### src/rtl/fft_bitrev_buffer_if.sv
// Valid/ready handshake bundle for the bit-reversal buffer: the natural-order input
// stream and the bit-reversed output stream with its frame markers.
interface fft_bitrev_buffer_if #(
    parameter int DW = 16
);
    logic          in_valid;
    logic          in_ready;
    logic [DW-1:0] in_re;
    logic [DW-1:0] in_im;
    logic          out_valid;
    logic          out_ready;
    logic [DW-1:0] out_re;
    logic [DW-1:0] out_im;
    logic          out_sof;
    logic          out_eof;

    modport master (
        output in_valid, in_re, in_im, out_ready,
        input  in_ready, out_valid, out_re, out_im, out_sof, out_eof
    );

    modport slave (
        input  in_valid, in_re, in_im, out_ready,
        output in_ready, out_valid, out_re, out_im, out_sof, out_eof
    );
endinterface

### src/rtl/fft_bitrev_buffer.sv
// Ping-pong input buffer: loads N=2**LOG2N complex samples in natural order, drains them bit-reversed.
// Optional sticky overflow flag err_ovf when FFTBUF_OVF_ERR_EN is defined. LOG2N legal range 2..6.
module fft_bitrev_buffer #(
    parameter int DW    = 16,
    parameter int LOG2N = 3
) (
    input  logic c,
    input  logic rst_n,
    input  logic en,
`ifdef FFTBUF_OVF_ERR_EN
    output logic err_ovf,
`endif
    fft_bitrev_buffer_if.slave bus
);
    localparam int N = 1 << LOG2N;
    localparam logic [LOG2N-1:0] LAST = '1;
    localparam logic [LOG2N-1:0] ONE  = LOG2N'(1);

    logic [2*DW-1:0]  mem_q [2][N];
    logic             wb_q, wb_d, rb_q, rb_d;
    logic [LOG2N-1:0] wcnt_q, wcnt_d, rcnt_q, rcnt_d;
    logic [1:0]       fcnt_q, fcnt_d;
    logic             in_ready, out_valid, push, pop, wlast, rlast;
    logic [2*DW-1:0]  rd_word;

    function automatic logic [LOG2N-1:0] bitrev(input logic [LOG2N-1:0] k);
        for (int i = 0; i < LOG2N; i++) bitrev[i] = k[LOG2N-1-i];
    endfunction

    // rst_n gating keeps in_ready low for the whole reset pulse, not just after the first edge
    assign in_ready  = rst_n & en & (fcnt_q != 2'd2);
    assign out_valid = en & (fcnt_q != 2'd0);
    assign push      = bus.in_valid & in_ready;
    assign pop       = out_valid & bus.out_ready;
    assign wlast     = push & (wcnt_q == LAST);
    assign rlast     = pop & (rcnt_q == LAST);
    assign rd_word   = mem_q[rb_q][rcnt_q];

    assign bus.in_ready  = in_ready;
    assign bus.out_valid = out_valid;
    assign bus.out_re    = out_valid ? rd_word[2*DW-1:DW] : '0;
    assign bus.out_im    = out_valid ? rd_word[DW-1:0]    : '0;
    assign bus.out_sof   = out_valid & (rcnt_q == '0);
    assign bus.out_eof   = out_valid & (rcnt_q == LAST);

    always_comb begin
        wb_d   = wb_q;
        rb_d   = rb_q;
        wcnt_d = wcnt_q;
        rcnt_d = rcnt_q;
        fcnt_d = fcnt_q;
        if (push) wcnt_d = wcnt_q + ONE;
        if (pop)  rcnt_d = rcnt_q + ONE;
        if (wlast) wb_d = ~wb_q;
        if (rlast) rb_d = ~rb_q;
        case ({wlast, rlast})
            2'b10:   fcnt_d = fcnt_q + 2'd1;
            2'b01:   fcnt_d = fcnt_q - 2'd1;
            default: fcnt_d = fcnt_q;
        endcase
    end

    always_ff @(posedge c or negedge rst_n) begin
        if (!rst_n) begin
            wb_q   <= 1'b0;
            rb_q   <= 1'b0;
            wcnt_q <= '0;
            rcnt_q <= '0;
            fcnt_q <= '0;
        end else begin
            wb_q   <= wb_d;
            rb_q   <= rb_d;
            wcnt_q <= wcnt_d;
            rcnt_q <= rcnt_d;
            fcnt_q <= fcnt_d;
        end
    end

    // Scatter on write so the read side is a plain sequential sweep
    always_ff @(posedge c or negedge rst_n) begin
        if (!rst_n) begin
            for (int b = 0; b < 2; b++)
                for (int a = 0; a < N; a++)
                    mem_q[b][a] <= '0;
        end else if (push) begin
            mem_q[wb_q][bitrev(wcnt_q)] <= {bus.in_re, bus.in_im};
        end
    end

`ifdef FFTBUF_OVF_ERR_EN
    logic err_ovf_q;

    always_ff @(posedge c or negedge rst_n) begin
        if (!rst_n)
            err_ovf_q <= 1'b0;
        else if (en & bus.in_valid & ~in_ready)
            err_ovf_q <= 1'b1;
    end

    assign err_ovf = err_ovf_q;
`endif
endmodule
### src/flat_wrapper.sv
// flat-port wrapper written by rule: the top's interface ports become plain ports
module fft_bitrev_buffer_flat 
#(
    parameter int DW    = 16,
    parameter int LOG2N = 3
)
  (c, rst_n, en, bus_in_valid, bus_in_re, bus_in_im, bus_out_ready, bus_in_ready, bus_out_valid, bus_out_re, bus_out_im, bus_out_sof, bus_out_eof);
  fft_bitrev_buffer_if #(.DW(DW)) bus_i ();
  input  logic c;
  input  logic rst_n;
  input  logic en;
  input wire logic [$bits(bus_i.in_valid)-1:0] bus_in_valid;
  input wire logic [$bits(bus_i.in_re)-1:0] bus_in_re;
  input wire logic [$bits(bus_i.in_im)-1:0] bus_in_im;
  input wire logic [$bits(bus_i.out_ready)-1:0] bus_out_ready;
  output wire logic [$bits(bus_i.in_ready)-1:0] bus_in_ready;
  output wire logic [$bits(bus_i.out_valid)-1:0] bus_out_valid;
  output wire logic [$bits(bus_i.out_re)-1:0] bus_out_re;
  output wire logic [$bits(bus_i.out_im)-1:0] bus_out_im;
  output wire logic [$bits(bus_i.out_sof)-1:0] bus_out_sof;
  output wire logic [$bits(bus_i.out_eof)-1:0] bus_out_eof;
  assign bus_i.in_valid = bus_in_valid;
  assign bus_i.in_re = bus_in_re;
  assign bus_i.in_im = bus_in_im;
  assign bus_i.out_ready = bus_out_ready;
  assign bus_in_ready = bus_i.in_ready;
  assign bus_out_valid = bus_i.out_valid;
  assign bus_out_re = bus_i.out_re;
  assign bus_out_im = bus_i.out_im;
  assign bus_out_sof = bus_i.out_sof;
  assign bus_out_eof = bus_i.out_eof;
  fft_bitrev_buffer #(.DW(DW), .LOG2N(LOG2N)) u_core (.c(c), .rst_n(rst_n), .en(en), .bus(bus_i));
endmodule
### config.mk
export PLATFORM = sky130hd
export DESIGN_NAME = fft_bitrev_buffer_flat
export DESIGN_NICKNAME = d
export VERILOG_FILES = /design/src/rtl/fft_bitrev_buffer_if.sv /design/src/rtl/fft_bitrev_buffer.sv /design/src/flat_wrapper.sv
export SDC_FILE = /design/constraint.sdc
export NUM_CORES = 1
export LEC_CHECK = 0
export BUFFER_PORTS_ARGS = -buffer_cell sky130_fd_sc_hd__buf_2
export CORE_UTILIZATION = 55
export DETAILED_ROUTE_END_ITERATION = 6
export GPL_ROUTABILITY_DRIVEN = 1
export PLACE_DENSITY = 0.75
export SLEW_MARGIN = 30
export SYNTH_ARGS = -nofsm -noshare
export SYNTH_HDL_FRONTEND = slang
export SYNTH_SLANG_ARGS = --single-unit
### constraint.sdc
create_clock -name c -period 1.8 [get_ports c]
set_input_delay 0.27 -clock c [delete_from_list [all_inputs] [get_ports c]]
set_output_delay 0.27 -clock c [all_outputs]
set_load 0.01 [all_outputs]
==> impl_metrics.toml, run 1 <==
[outcome]
status = "finished with violations"
violations = "hold timing, setup timing"

[timing]
tightest_slew_ns = 0.810
finalHoldViolations = 14
fin_crit_ns = 2.77
fmax_mhz = 361
worst_slack_ns = -0.969
finalSetupViolCount = 549
skew_ns = 0.0190
rsz0062_at_grt = "yes"
fin_crit_sh_pct = 154
slew_headroom_pct = 46.0
maxSlewViolCount = 0
whs_ns = -0.0269

[layout]
multi_input_area_um2 = 10600
final_cell_mix = "519 x dfrtp_1, 408 x mux2_2, 128 x mux4_2"
final_cell_area_um2 = 30100
final_common_cell = "dfrtp_1"
seqCellArea_um2 = 13100
finalNonFillerCells = 2242
area_growth_pct = 28.8
nFillCells = 2390
num-nets-final = 1707
drive_above_1_share_pct = 64.3

[drt]
wl_met3_mm = 5.06
initialDrtViolationCount = 1373
drt_pass1_iterations = 5
drc_errors = 0
via_per_inst = 6.61
wl_met1_mm = 27.6
via_count = 14800
highest_layer = "met5"
post_drt_wl_per_cell_um = 31.1
met2WireLength_mm = 34.0
routed_wl_mm = 69.8
ant_nets = 0

[floorplan]
dieHeight_um = 208
fp.dieArea_um2 = 43400
start_util_pct = 55.8
rows = 75
die_w_um = 208
core_area_um2 = 41900
io_pins = 73

[grt]
grt_max_degree = 148
grt_pass1_wl_mm = 98.2
grt_pass1_vias = 15300
antenna_found_initial = 3
overflow = 0
grt_usage_pct = 30.7

[clock_tree]
cts.clk_slew.worst_paths_ns = 0.06
cts-root-buf = "clkbuf_16"
cts_buffer_depth = 3
numCtsBuffers = 53
cts_tree = "yes"
cts_sinks = 522
htree_levels = 2
clk_latency_ns = 0.61
postCtsHoldBufs = 0

[critical_path]
critPathKind = "register to output port"
worst_ep_required_time_ns = 1.53
worst_setup_path_start_kind = "register"
worstPathMaxFanout = 5
critPathArrivalTime_ns = 2.50
rrSetupSlack_ns = -0.39
crit_path_end_kind = "output port"

[synthesis]
yosys.area.top_type_share_pct = 55.8
avgSynthCellArea_um2 = 16.1
netlist-cell-type-count = 32
synth-edff-count = 0
synth_top_area_cell = "dfrtp_1"
synth_area_leaders = "dfrtp_1 56%, mux2_2 24%, mux4_2 12%, a22oi_1 2.0%, buf_2 1.3%"
ys_seq_area_share_pct = 55.8
synth_fp_nets = 1498
yosys_warnings = 0
syn_inst = 1451
synthFlopType = "dfrtp_1"
netlist_area_um2 = 23400
synthArstFlopShare_pct = 100
synth_seq_cells = 522

[power]
peakVddDrop_mv = 0.887
intPower_mw = 31.2
swShare_pct = 29.7
p_sw_mw = 13.2
pwr-share-seq_pct = 42.3
p_per_area_nw_per_um2 = 1470
comb_power_share_pct = 32.9
clkPwrFrac_pct = 24.9
p_leak_nw = 14.2

[run]
drv_cap = 0

[hold_path]
hp-class = "input port to asynchronous set/reset pin"

[placed_design]
dp_hpwl_mm = 33.1
routabilityCongestion = 0.766
dp_cells = 2048
pre_cts_ws_ns = -0.423
placed_cell_area_um2 = 25500
numPortBuffers = 72
power by group through the flow:
stage,Combinational [mW],Clock (mW),Sequential (mW)
floorplan,8.72,0,17.6
global placement,11.7,0,18.2
detailed placement,12.1,0,18.5
CTS,13.5,11.1,18.4
global route,15.3,11.6,19.1
finish,14.6,11.0,18.8
area by class of cell:
class,instances,share of cell area [%]
diodes,2,0.0166
clock buffers,87,5.49
clock inverters,9,0.266
inverters,6,0.0872
multi-input cells,796,35.3
flip-flops and latches,522,43.4
well taps,539,2.24
repair buffers,281,13.2
cell families (layout without fill, tap and decap cells):
logic type | after synthesis | after routing | share of synthesized area, %
AO/OA/AOI/OAI | 69 | 69 | 2.19
AND/OR/NAND/NOR | 68 | 68 | 1.60
flip-flops | 522 | 522 | 55.8
buffers and inverters | 133 | 383 | 2.50
multiplexers | 642 | 642 | 37.1
other | 0 | 2 | 0
XOR/XNOR | 7 | 7 | 0.262
adder cells (fa/ha/maj) | 10 | 10 | 0.535
registers in the layout, summed over array words and instances, names as in the netlist:
signal	cells
u_core.wcnt_q	3
u_core.rb_q	1
u_core.fcnt_q	2
u_core.rcnt_q	3
u_core.wb_q	1
u_core.mem_q	512
through the flow:
stage / TNS, ns / power (mW) / utilization [%] / hold slack, ns
after global routing: -178.51 / 46.0 / 71.8 / 0.0285
after global placement: -55.39 / 29.9 / 60.8 / 0.463
final: -150.55 / 44.4 / 71.8 / -0.0269
after CTS: -136.78 / 42.9 / 69.7 / 0.00117
after floorplan: -2.69 / 26.3 / - / -0.0256
after detailed placement: -64.70 / 30.6 / 60.8 / 0.474
timing repair:
item,CTS,global route
hold endpoints to repair,0,0
resized for setup,203,129
buffers inserted,43,24
setup endpoints to repair,518,550
pin swaps,17,42
gates cloned,28,18
critical path, cell delays in order, from the launching register on:
cell and delay [ns]:
dfrtp_4 0.53, buf_8 0.16, buf_4 0.14, buf_8 0.13
mux4_2 0.47, a22oi_2 0.19, nand2_2 0.13, buf_6 0.15
cells in the mapped netlist (3+ instances only):
cell type    n
dfrtp_1    522
mux2_2     499
mux4_2     128
buf_2       63
a22oi_1     62
clkbuf_1    60
nand2_1     37
mux2_1      15
ha_1        10
nand3_1      7
nor2_1       7
inv_1        6
xnor2_1      5
and4_1       3
clkbuf_2     3
final timing paths:
path,startpoint,endpoint,cells past startpoint
worst max-delay path,u_core.rb_q$_DFFE_PN0P_,bus_out_im[2],7
worst min-delay path,rst_n,u_core.mem_q[470]$_DFFE_PN0P_,3
worst max register to register,u_core.fcnt_q[1]$_DFFE_PN0P_,u_core.mem_q[331]$_DFFE_PN0P_,10
worst min register to register,u_core.mem_q[259]$_DFFE_PN0P_,u_core.mem_q[259]$_DFFE_PN0P_,1
max in group asynchronous,rst_n,u_core.mem_q[333]$_DFFE_PN0P_,3
min in group c,bus_out_ready,u_core.rcnt_q[0]$_DFFE_PN0P_,3
per-layer routing:
| metal | vias up | global-route usage (%) |
|---|---|---|
| li1 | 5879 | - |
| met1 | 8049 | 43.1 |
| met2 | 683 | 48.8 |
| met3 | 196 | 4.80 |
| met4 | 2 | 11.3 |
| met5 | - | 0 |
Power figures use the tool's default switching activity.
==> run 2, diff against run 1 <==
Settings changed: BUFFER_PORTS_ARGS -buffer_cell sky130_fd_sc_hd__buf_2 to unset, DONT_BUFFER_PORTS set to 1, PLACE_DENSITY 0.75 to 0.73.
==> impl_metrics.toml, run 2 (synthesis gave the netlist of run 1 again) <==
[drt]
routed_wl_mm = 65.1
post_drt_wl_per_cell_um = 29.7
wl_met1_mm = 27.1
wl_met3_mm = 3.82
drt_pass1_iterations = 4
drc_errors = 0
met2WireLength_mm = 31.5
ant_nets = 0
via_per_inst = 6.42
highest_layer = "met5"
via_count = 14100
initialDrtViolationCount = 1043

[critical_path]
rr_endpoint = "u_core.mem_q[446]$_DFFE_PN0P_"
path_buf_inv = 6
slowest_stage = "nand2_1"
rrSetupSlack_ns = -0.65
worst_setup_path_start_kind = "input port"
worstPathMaxFanout = 523
critPathLaunch = "rst_n"
critPathArrivalTime_ns = 3.59
crit_top_cell = "buf_6"
path_cells = "nand2_1, nor3b_2, buf_4, buf_6, buf_6, buf_6, nand4_1, buf_6, clkbuf_16, mux2_2"
r2r-start = "u_core.fcnt_q[1]$_DFFE_PN0P_"
worst_ep_required_time_ns = 2.31
rr_worst_depth = 11
crit_family = "simple AND/OR/NAND/NOR gates"
critPathKind = "input port to register"
crit_path_end_kind = "register"
slowest_delay_ns = 0.92

[power]
p_per_area_nw_per_um2 = 1480
power_mw = 43.9
peakVddDrop_mv = 0.940
p_leak_nw = 13.8

[clock_tree]
cts_tree = "yes"
cts-root-buf = "clkbuf_16"
htree_levels = 2
numCtsBuffers = 54
cts.clk_slew.worst_paths_ns = 0.06
cts_buffer_depth = 3
clk_latency_ns = 0.62
cts_sinks = 522
postCtsHoldBufs = 33

[floorplan]
start_util_pct = 55.8
io_pins = 73
die_w_um = 208
core_area_um2 = 41900
dieHeight_um = 208
fp.dieArea_um2 = 43400
rows = 75

[placed_design]
numPortBuffers = 0
dp_hpwl_mm = 32.1
routabilityCongestion = 0.787

[outcome]
status = "finished with violations"
violations = "hold timing, slew limit, setup timing"

[timing]
rsz0062_at_grt = "yes"
finalSetupViolCount = 554
maxSlewViolCount = 240
tightest_slew_ns = 1.96
fin_crit_sh_pct = 171
fin_crit_ns = 3.08
skew_ns = 0.0287
slew_headroom_pct = -30.4
fmax_mhz = 324
worst_slack_ns = -1.28
finalHoldViolations = 522
whs_ns = -0.644

[layout]
final_common_cell = "dfrtp_1"
multi_input_area_um2 = 10700
drive_above_1_share_pct = 62.9
nFillCells = 2542
regMostFlops = "u_core.mem_q"
reg_top3 = "u_core.mem_q: 512 flops, u_core.rcnt_q: 3 flops, u_core.wcnt_q: 3 flops"
num-nets-final = 1659
seqCellArea_um2 = 13100
utilization_pct = 70.8
area_growth_pct = 26.9
final_cell_mix = "520 x dfrtp_1, 406 x mux2_2, 128 x mux4_2"
largest_register_ffs = 512

[grt]
grt_usage_pct = 28.8
grt_pass1_vias = 15100
grt_max_degree = 524
grt_pass1_wl_mm = 94.1
overflow = 0
antenna_found_initial = 2

[run]
drv_cap = 0

[hold_path]
hp-class = "input port to asynchronous set/reset pin"
## run 2: cell types whose count changed in the layout (fill, tap and decap cells not counted), moves of 8 or more
cell,delta
buf_2,-61
dlygate4sd3_1,+33
nand2_1,-18
buf_16,-17
nand2_2,+16
buf_12,-11
buf_4,+9
mux2_4,+8
## run 2: power breakdown
part	internal (mW)	switching, mW
logic	8.34	5.45
clock network	6.77	4.77
registers	16.1	2.42
## run 2: layout make-up
cell class / instances / share of cell area (%)
sequential: 522 / 44.0
multi-input combinational: 796 / 36.1
timing repair buffer: 232 / 11.3
clock buffer: 80 / 5.42
tap: 539 / 2.27
clock inverter: 17 / 0.780
inverter: 6 / 0.0927
antenna: 1 / 0.00843
## run 2: how the worst max path moves through the flow
| stage | end | slack, ns | cells after the start |
|---|---|---|---|
| global placement | bus_out_re[8] | -0.24 | 5 |
| finish | u_core.mem_q[202]$_DFFE_PN0P_ | -1.28 | 10 |
| global route | bus_out_im[10] | -0.91 | 5 |
| detailed placement | bus_out_im[0] | -0.24 | 5 |
| floorplan | bus_out_im[11] | -0.03 | 5 |
| CTS | bus_out_re[14] | -0.87 | 5 |
## run 2: through the flow
step | cell area [µm²] | TNS (ns) | setup WS (ns) | std cells
6_report | 29700 | -552.24 | -1.28 | 2193
4_1_cts | 28700 | -279.57 | -0.872 | 2163
3_3_place_gp | 25000 | -17.85 | -0.245 | 1977
3_5_place_dp | 25000 | -25.51 | -0.241 | 1977
2_1_floorplan | 23500 | -2.69 | -0.0323 | 1451
5_1_grt | 29700 | -311.54 | -0.914 | 2192
## run 2: timing repair
item	CTS	global route
endpoints found under the setup margin	437	554
buffers inserted	43	37
endpoints found under the hold margin	1037	522
gates cloned	18	20
gates resized for setup	178	178
pin swaps	11	25
## run 2: routing by layer
metal / GRT usage [%] / vias to the layer above
li1: - / 5779
met4: 9.63 / 2
met5: 0 / -
met3: 5.92 / 141
met1: 39.4 / 7721
met2: 46.4 / 435
==> run 3, diff against run 2 <==
Settings changed: CORE_UTILIZATION 55 to 45, PLACE_DENSITY 0.73 to unset, SLEW_MARGIN 30 to 20.
==> impl_metrics.toml, run 3 (synthesis gave the netlist of run 1 again) <==
[timing]
skew_ns = 0.0291
fin_crit_sh_pct = 151
fin_crit_ns = 2.72
setup_tns_ns = -250.51
finalSetupViolCount = 550
fmax_mhz = 367
tightest_slew_ns = 1.57
whs_ns = -0.626
rsz0062_at_grt = "yes"
finalHoldViolations = 522
slew_headroom_pct = -4.98
worst_slack_ns = -0.922
maxSlewViolCount = 124

[critical_path]
crit_path_end_kind = "output port"
slowest_stage = "mux4_2"
slowest_delay_ns = 0.51
worstPathMaxFanout = 8
critPathArrivalTime_ns = 2.45
worst_setup_path_start_kind = "register"
path_buf_inv = 2
worst_ep_required_time_ns = 1.53
path_cells = "buf_12, buf_16, mux4_2, or2_4, a2bb2oi_2, o211ai_1"
critPathKind = "register to output port"
crit_family = "multiplexers"

[hold_path]
hp-class = "input port to asynchronous set/reset pin"

[layout]
nFillCells = 3820
drive_above_1_share_pct = 63.2
antenna_cells = 0
largest_register_ffs = 512
utilization_pct = 58.7
regMostFlops = "u_core.mem_q"
final_cell_mix = "520 x dfrtp_1, 404 x mux2_2, 128 x mux4_2"
area_growth_pct = 28.7
reg_top3 = "u_core.mem_q: 512 flops, u_core.rcnt_q: 3 flops, u_core.wcnt_q: 3 flops"
num-nets-final = 1666
final_common_cell = "dfrtp_1"

[placed_design]
pre_cts_ws_ns = -0.326
routabilityCongestion = 0.768
dp_hpwl_mm = 33.6
numPortBuffers = 0

[power]
intPower_mw = 31.5
comb_power_share_pct = 31.6
p_leak_nw = 13.9
p_sw_mw = 12.4
clkPwrFrac_pct = 26.4
peakVddDrop_mv = 0.902
pwr-share-seq_pct = 42.0
power_mw = 43.9
p_per_area_nw_per_um2 = 1460
swShare_pct = 28.2

[drt]
drc_errors = 0
post_drt_wl_per_cell_um = 27.5
via_per_inst = 5.85
via_count = 13700
ant_nets = 0
initialDrtViolationCount = 931
routed_wl_mm = 64.3
drt_pass1_iterations = 4

[clock_tree]
cts_sinks = 522
numCtsBuffers = 55
htree_levels = 2
postCtsHoldBufs = 33
cts_buffer_depth = 3
cts_tree = "yes"
cts-root-buf = "clkbuf_16"
cts.clk_slew.worst_paths_ns = 0.06
clk_latency_ns = 0.62

[outcome]
violations = "hold timing, slew limit, setup timing"
status = "finished with violations"

[grt]
antenna_found_initial = 1
grt_max_degree = 524
grt_pass1_wl_mm = 97.0
grt_usage_pct = 24.5
overflow = 0
grt_pass1_vias = 15000

[floorplan]
core_area_um2 = 51300
start_util_pct = 45.6
io_pins = 73
fp.dieArea_um2 = 52900
rows = 83
dieHeight_um = 230
die_w_um = 230

[run]
drv_cap = 0
-- run 3: metrics by stage --
| stage | hold slack (ns) | area [µm²] | cells |
|---|---|---|---|
| 2_1_floorplan | -0.0256 | 23500 | 1451 |
| 3_3_place_gp | -0.00149 | 25200 | 2123 |
| 3_5_place_dp | 0.000578 | 25200 | 2123 |
| 4_1_cts | -0.657 | 29800 | 2336 |
| 5_1_grt | -0.652 | 30100 | 2342 |
| 6_report | -0.626 | 30100 | 2342 |
-- run 3: layout make-up --
cell class	count	area (µm²)	area share, %
sequential	522	13100	43.4
multi-input combinational	796	10700	35.6
timing repair buffer	238	3580	11.9
clock buffer	86	1640	5.46
tap	680	851	2.83
clock inverter	14	204	0.677
inverter	6	25.0	0.0831
-- run 3: worst register-to-register path: cells and delay by family, from the launching register on --
family / cells / cell delay (ns)
buffers and inverters: 8 / 1.08
DFF: 1 / 0.40
and+or+nand+nor: 3 / 0.52
muxes: 1 / 0.30
-- run 3: final timing paths --
path                                                       to  slack, ns  cells after the start                     startpoint
worst max-delay path                           bus_out_re[14]      -0.92                      6        u_core.rb_q$_DFFE_PN0P_
worst min-delay path             u_core.mem_q[86]$_DFFE_PN0P_      -0.63                      0                          rst_n
worst max register to register  u_core.mem_q[407]$_DFFE_PN0P_      -0.60                     12   u_core.fcnt_q[1]$_DFFE_PN0P_
worst min register to register  u_core.mem_q[138]$_DFFE_PN0P_       0.49                      1  u_core.mem_q[138]$_DFFE_PN0P_
max in group asynchronous        u_core.rcnt_q[0]$_DFFE_PN0P_       1.05                      0                          rst_n
min in group c                        u_core.rb_q$_DFFE_PN0P_       0.04                      3                  bus_out_ready
-- run 3: power by group through the flow --
stage	combinational [mW]	clock, mW	sequential, mW
2_1_floorplan	8.72	0	17.6
3_3_place_gp	11.1	0	18.3
3_5_place_dp	11.4	0	18.5
4_1_cts	13.6	11.9	18.3
5_1_grt	14.8	12.3	18.9
6_report	13.9	11.6	18.5
-- run 3: timing repair --
action	4_1_cts	5_1_grt
buffers inserted	47	20
pin swaps	72	24
hold endpoints to repair	1037	522
endpoints found under the setup margin	549	553
resized for setup	263	96
gates cloned	33	8
-- run 3: metal layers --
| metal | vias up | part of all wire [%] | track usage [%] |
|---|---|---|---|
| met5 | - | 0.026 | 0 |
| met4 | 2 | 2.5 | 7.06 |
| met3 | 102 | 5.0 | 4.74 |
| met2 | 265 | 48 | 39.3 |
| met1 | 7558 | 44 | 34.0 |
| li1 | 5782 | - | - |
